--- config.mk ---
export PLATFORM = sky130hd
export DESIGN_NAME = fetch_stage
export DESIGN_NICKNAME = d
export VERILOG_FILES = /design/src/rtl/fetch_stage.sv
export SDC_FILE = /design/constraint.sdc
export NUM_CORES = 1
export LEC_CHECK = 0
export ABC_CLOCK_PERIOD_IN_PS = 4250
export BUFFER_PORTS_ARGS = -buffer_cell sky130_fd_sc_hd__buf_4
export CORE_MARGIN = 2
export CORE_UTILIZATION = 30
export CTS_CLUSTER_SIZE = 30
export DETAILED_ROUTE_END_ITERATION = 10
export GPL_ROUTABILITY_DRIVEN = 0
export HOLD_SLACK_MARGIN = 0.15
export SYNTH_ARGS = -nofsm -noshare
export SYNTH_HDL_FRONTEND = slang
export SYNTH_SLANG_ARGS = --single-unit
--- constraint.sdc ---
create_clock -name clk -period 4.25 [get_ports clk]
set_clock_uncertainty 0.1 [all_clocks]
set_input_delay 0 -clock clk [delete_from_list [all_inputs] [get_ports clk]]
set_output_delay 0 -clock clk [all_outputs]
set_load 0.1 [all_outputs]
--- src/rtl/fetch_stage.sv ---
// Instruction fetch: owns the PC, issues one imem request at a time,
// and hands {instr, instr_pc} to decode through a one-entry skid buffer.
module fetch_stage #(
  parameter int unsigned           ADDR_WIDTH = 32,
  parameter int unsigned           DATA_WIDTH = 32,
  parameter logic [ADDR_WIDTH-1:0] RESET_PC   = '0
) (
  input  logic                  clk,
  input  logic                  rst_n,
  output logic                  imem_req,
  output logic [ADDR_WIDTH-1:0] imem_addr,
  input  logic                  imem_ready,
  input  logic                  imem_rvalid,
  input  logic [DATA_WIDTH-1:0] imem_rdata,
  input  logic                  PCSrc,
  input  logic [ADDR_WIDTH-1:0] redirect_target,
  output logic [DATA_WIDTH-1:0] instr,
  output logic [ADDR_WIDTH-1:0] instr_pc,
  output logic                  instr_valid,
  input  logic                  dec_ready
);

  typedef enum logic [1:0] {
    S_RESET,
    S_REQ,
    S_WAIT,
    S_HOLD
  } state_e;

  typedef struct packed {
    logic [DATA_WIDTH-1:0] instr;
    logic [ADDR_WIDTH-1:0] pc;
  } slot_t;

  state_e                state_q, state_d;
  logic [ADDR_WIDTH-1:0] pc_q, pc_d;
  logic [ADDR_WIDTH-1:0] fetch_pc_q, fetch_pc_d;
  logic                  kill_q, kill_d;
  logic                  skid_vld_q, skid_vld_d;
  slot_t                 skid_q, skid_d;
  logic                  out_vld_q, out_vld_d;
  slot_t                 out_q, out_d;

  logic [ADDR_WIDTH-1:0] redir_pc;
  logic                  slot_free;
  logic                  consume;
  slot_t                 resp;
  logic                  unused_tgt_lsb;

  assign redir_pc       = {redirect_target[ADDR_WIDTH-1:2], 2'b00};
  assign unused_tgt_lsb = ^redirect_target[1:0];
  assign consume        = out_vld_q & dec_ready;
  assign slot_free      = !out_vld_q || dec_ready;
  assign resp           = '{instr: imem_rdata, pc: fetch_pc_q};

  always_ff @(posedge clk or negedge rst_n) begin
    if (!rst_n) begin
      state_q    <= S_RESET;
      pc_q       <= RESET_PC;
      fetch_pc_q <= '0;
      kill_q     <= 1'b0;
      skid_vld_q <= 1'b0;
      skid_q     <= '0;
      out_vld_q  <= 1'b0;
      out_q      <= '0;
    end else begin
      state_q    <= state_d;
      pc_q       <= pc_d;
      fetch_pc_q <= fetch_pc_d;
      kill_q     <= kill_d;
      skid_vld_q <= skid_vld_d;
      skid_q     <= skid_d;
      out_vld_q  <= out_vld_d;
      out_q      <= out_d;
    end
  end

  always_comb begin
    state_d = state_q;
    unique case (state_q)
      S_RESET: state_d = S_REQ;
      S_REQ: begin
        if (imem_ready) state_d = S_WAIT;
      end
      S_WAIT: begin
        if (PCSrc) begin
          state_d = imem_rvalid ? S_REQ : S_WAIT;
        end else if (imem_rvalid) begin
          state_d = (kill_q || slot_free) ? S_REQ : S_HOLD;
        end
      end
      S_HOLD: begin
        if (PCSrc || dec_ready) state_d = S_REQ;
      end
      default: state_d = S_RESET;
    endcase
  end

  always_comb begin
    pc_d       = pc_q;
    fetch_pc_d = fetch_pc_q;
    kill_d     = kill_q;
    skid_vld_d = skid_vld_q;
    skid_d     = skid_q;
    out_vld_d  = consume ? 1'b0 : out_vld_q;
    out_d      = out_q;
    unique case (state_q)
      S_REQ: begin
        if (imem_ready) begin
          fetch_pc_d = pc_q;
          pc_d       = pc_q + ADDR_WIDTH'(4);
        end
      end
      S_WAIT: begin
        if (imem_rvalid && !PCSrc) begin
          if (kill_q) begin
            kill_d = 1'b0;
          end else if (slot_free) begin
            out_d     = resp;
            out_vld_d = 1'b1;
          end else begin
            skid_d     = resp;
            skid_vld_d = 1'b1;
          end
        end
      end
      S_HOLD: begin
        if (dec_ready && skid_vld_q) begin
          out_d      = skid_q;
          out_vld_d  = 1'b1;
          skid_vld_d = 1'b0;
        end
      end
      default: ;
    endcase
    // Redirect wins: anything already in flight becomes stale.
    if (PCSrc) begin
      pc_d       = redir_pc;
      out_vld_d  = 1'b0;
      skid_vld_d = 1'b0;
      if (state_q == S_REQ && imem_ready) kill_d = 1'b1;
      if (state_q == S_WAIT) kill_d = !imem_rvalid;
    end
  end

  always_comb begin
    imem_req    = (state_q == S_REQ);
    imem_addr   = imem_req ? pc_q : '0;
    instr       = out_q.instr;
    instr_pc    = out_q.pc;
    instr_valid = out_vld_q;
  end

endmodule

== After elaboration in Yosys (flattened, before gate mapping) ==
Index checks and enable logic that the tools add are counted.

* Register bits after elaboration: 197
* Bits of input ports: 70
* Word-level logic and storage cells: 82

* Add/subtract/negate cells: 1
* Equality and inequality tests: 14
* Mux-type cells: 34
* Bitwise operators: 3
* Reduce and logical (&&, ||, !) cells: 20

{| class="wikitable"
|+ Operators with widths
! cell !! count
|-
| 64-bit 2-to-1 mux || 4
|-
| 32-bit 2-to-1 mux || 4
|-
| 64-bit one-hot mux with 2 select lines || 1
|-
| 32-bit by 3-bit adder with 32-bit output (second input constant) || 1
|-
| 1-bit 2-to-1 mux || 16
|-
| 3-bit inequality test (second input constant) || 5
|-
| 2-bit 2-to-1 mux || 6
|-
| 2-bit inequality test (second input constant) || 5
|-
| 5-bit AND reduction || 2
|-
| 2-bit one-hot mux with 4 select lines || 1
|-
| 2-bit nonzero test || 3
|-
| 2-bit equality test (second input constant) || 2
|-
| 1-bit one-hot mux with 2 select lines || 2
|-
| 2-bit AND reduction || 2
|-
| 4-bit AND reduction || 1
|-
| 1-bit logical AND || 3
|-
| 1-bit zero test || 3
|-
| 1-bit logical OR || 3
|-
| 3-bit AND reduction || 1
|-
| 3-bit nonzero test || 1
|-
| 2-bit by 1-bit equality test with 1-bit output (second input constant) || 1
|-
| 2-bit zero test || 1
|-
| 2-bit by 1-bit inequality test with 1-bit output (second input constant) || 1
|-
| 1-bit NOT || 2
|-
| 1-bit bitwise AND || 1
|}

== Logic depth before layout (Yosys ltp) ==
* Word-level depth: 7
* Mapped depth: 9
* Depth with buffers taken out: 6

== Worst setup path before layout ==
OpenSTA, ideal clock, no wires.

* Path type: register to output
* Start point: register state_q[1]
* End point: output port imem_addr[11]
* Arrival: 2872 ps
* Required time: 4150 ps
* Path slack: 1278 ps
* Stages on the path, launching flop included: 6
* Cell sequence: dfrtp_1 -> inv_1 -> ha_1 -> buf_2 -> inv_1 -> nor2_1

* Word-level cells in the longest chain between the ends: 2

{| class="wikitable"
|+ RTL lines
! element !! line !! RTL
|-
| start: declaration || 35 || <nowiki>state_e state_q, state_d;</nowiki>
|-
| start signal: assignment || 67 || <nowiki>state_q <= state_d;</nowiki>
|-
| 2-bit by 1-bit equality test with 1-bit output || 147 || <nowiki>imem_req = (state_q == S_REQ);</nowiki>
|-
| via imem_req || 10 || <nowiki>output logic imem_req,</nowiki>
|-
| 32-bit 2-to-1 mux || 148 || <nowiki>imem_addr = imem_req ? pc_q : '0;</nowiki>
|-
| end: declaration || 11 || <nowiki>output logic [ADDR_WIDTH-1:0] imem_addr,</nowiki>
|}

The timed path passes the listed nets, and every way through them passes these cells.

== Worst setup path after layout ==
* Start point: register state_q[1]
* End point: register pc_q[31]

* Word-level cells in the longest chain between the ends: 3

{| class="wikitable"
|+ RTL lines
! element !! line !! RTL
|-
| 2-bit by 1-bit equality test with 1-bit output || 107 || <nowiki>unique case (state_q)</nowiki>
|-
| 2-bit nonzero test (no source line) || - ||
|-
| 2-bit AND reduction (no source line) || - ||
|-
| end signal: assignment || 68 || <nowiki>pc_q <= pc_d;</nowiki>
|-
| end: declaration || 36 || <nowiki>logic [ADDR_WIDTH-1:0] pc_q, pc_d;</nowiki>
|}

No other way between the ends.
A chain may end at the register's enable or synchronous reset.

==> flow_summary.yaml <==
synth:
  synthTopCellsByArea: "dfrtp_1 (54%), mux2_2 (8.1%), mux2i_1 (7.3%)"
  ys_types: 44
  ys_seq_area_share_pct: 54.1
  synth_cells: 819
  synth_async_sr_flop_share_pct: 100
  yosys.area.top_type_share_pct: 54.1
  synth_edf_count: 0
  synth_area_leader_cell: "dfrtp_1"
  synth-main-ff-cell: "dfrtp_1"
  syn-mean-instance-area_um2: 10.7
  yosys_warnings: 0
  ys_ff_latch: 189
  synth_area_um2: 8750
min_path:
  worstHoldStart: "imem_rdata[10]"
  whs_endpoint: "skid_q[42]"
  min_path_type: "input pin to flop"
  hold_depth: 3
critical_path:
  cp_top_family: "simple AND/OR/NAND/NOR gates"
  critPathCaptureType: "flop"
  cp_cell_sequence: "inv_1, ha_1, and4_1, nand4_1, buf_4, or4_1, o211ai_1, dlygate4sd3_1"
  crit_cells: 8
  worstSetupPathType: "flop to flop"
  reg2reg_slack_ns: 1.11
  start_kind: "flop"
  cp_slowest_cell: "dlygate4sd3_1"
  reg2reg_to: "pc_q[31]"
  cpPeakStageDelay_ns: 0.56
  crit_buf_inv: 3
  crit_fanout: 32
  reg2reg_depth: 8
  critPathRequiredTime_ns: 4.52
  timing.rr.start: "state_q[1]"
  worstPathArrival_ns: 3.41
sta:
  final_hold_viol_count: 0
  worst_pin_slew_ns: 0.922
  fin_crit_sh_pct: 73.9
  setup_tns_ns: 0
  rsz0062_at_grt: "false"
  min_period_ns: 3.14
  max_freq_mhz: 318
  finalSetupViolCount: 0
  relSlewSlack_pct: 38.5
  drv_slew: 0
finish:
  final_common_cell: "dfrtp_1"
  drive_gt1_share_pct: 26.3
  multi_input_area_um2: 3760
  fillerInstances: 2831
  antenna_cells: 0
  seq_area_um2: 4730
  nets: 1119
  area_growth_pct: 36.7
  layout_common_cells: "dfrtp_1 (189), buf_4 (171), nand2_1 (104)"
global_route:
  grt_first_pass_wirelength_mm: 37.2
  overflow: 0
  grt_pass1_vias: 6844
  track_usage_pct: 15.2
  antenna_found_initial: 0
  grt_max_degree: 102
clocking:
  clkLatencyLatePin_ns: 0.43
  cts_resized: 0
  cts-htree-levels: 4
  cts-buffers-inserted: 17
  cts-root-buf: "clkbuf_16"
  cts_sinks: 189
  cts_max_path_buffers: 2
  cts_tree: "built"
  clk_pin_slew_ns: 0.08
  cts_setup_buffers: 0
detailed_routing:
  drtPass1Iterations: 4
  ant_nets: 0
  avgRoutedWirePerCell_um: 16.0
  initialDrtViolationCount: 592
  routed_wl_mm: 23.0
  drc_errors: 0
  vias: 7052
  via_per_inst: 4.89
floorplan:
  die-height_um: 175
  pin_count: 168
  start_util_pct: 30.5
  coreArea_um2: 28700
  dieArea_um2: 30500
  dieWidth_um: 175
  rows: 62
placed_design:
  hpwl_mm: 14.4
  io_buffers: 161
job:
  cap_violations: 0
status:
  status: "finished clean"
[cell type report]
type	count	share of cell area, %
Multi-Input combinational cell	556	31.4
Tap cell	384	4.02
Clock inverter	13	1.48
Inverter	9	0.282
Clock buffer	19	3.70
Sequential cell	189	39.5
Timing Repair Buffer	272	19.5
[cells by family (layout without fill, tap and decap cells)]
kind of cell | count (synthesis) | in the layout | synth area share, %
XOR/XNOR | 11 | 11 | 1.10
multiplexers | 127 | 127 | 15.4
flip-flops | 189 | 189 | 54.1
other | 1 | 4 | 0.0429
adder cells (fa/ha/maj) | 4 | 4 | 0.572
AND/OR/NAND/NOR | 218 | 218 | 12.2
AO/OA/AOI/OAI | 192 | 192 | 13.0
buffers and inverters | 77 | 313 | 3.56
[state kept, by name, summed over array words and instances, names as in the netlist]
register	cells
skid_vld_q	1
pc_q	30
skid_q	62
kill_q	1
instr_valid	1
fetch_pc_q	30
state_q	2
instr_pc	30
instr	32
[how the worst max path moves through the flow]
stage | end | slack [ns] | from
final | pc_q[31] | 1.11 | state_q[1]
after global routing | pc_q[31] | 0.92 | state_q[1]
after CTS | pc_q[31] | 1.13 | state_q[1]
after detailed placement | skid_q[50] | 1.66 | state_q[0]
after global placement | pc_q[31] | 1.69 | state_q[1]
after floorplan | imem_addr[11] | 1.28 | state_q[1]
[synth_stat cells (2+ instances only)]
cell type,n
dfrtp_1,189
nand2_1,104
a31oi_1,80
a21oi_1,66
mux2i_1,64
mux2_2,63
clkbuf_1,47
and2_1,28
nor2_1,24
o21ai_0,20
or4_1,14
o31ai_1,13
nand4_1,12
buf_1,11
inv_1,8
nand3_1,8
buf_2,6
xor2_1,6
and3_1,5
and4_1,5
or3_1,5
xnor2_1,5
buf_4,4
ha_1,4
a21boi_0,3
nand2b_1,3
nor2b_1,3
nor3_1,2
o41ai_1,2
[metal layers]
| metal | up-vias | global-route usage (%) | part of all wire (%) |
|---|---|---|---|
| li1 | 3411 | - | - |
| met1 | 3468 | 22.0 | 50 |
| met2 | 163 | 23.3 | 45 |
| met3 | 10 | 2.96 | 4.4 |
| met4 | 0 | 3.82 | 0.76 |
| met5 | - | 0 | 0 |
[what timing repair did]
| item | in CTS | in global routing |
|---|---|---|
| hold buffers | 98 | 0 |
| setup endpoints to repair | 0 | 0 |
| endpoints found under the hold margin | 218 | 0 |
[metrics by stage]
stage          worst slack, ns  utilization [%]  hold WS (ns)  instance area [um^2]  instances
2_1_floorplan             1.28                -        -0.396                  8760        822
3_3_place_gp              1.69             36.0        0.0196                 10300       1312
3_5_place_dp              1.66             36.0        0.0218                 10300       1312
4_1_cts                   1.13             41.7         0.241                 12000       1442
5_1_grt                  0.915             41.7         0.254                 12000       1442
6_report                  1.11             41.7         0.255                 12000       1442
[worst reg2reg max path: stages (launching register included)]
cell	delay, ns
dfrtp_1	0.42
inv_1	0.09
ha_1	0.50
and4_1	0.33
nand4_1	0.12
buf_4	0.24
or4_1	0.55
o211ai_1	0.18
dlygate4sd3_1	0.56
Power is left out: the tool's default activity adds up to more than one toggle a clock period on the data nets, which glitch-free logic cannot reach.
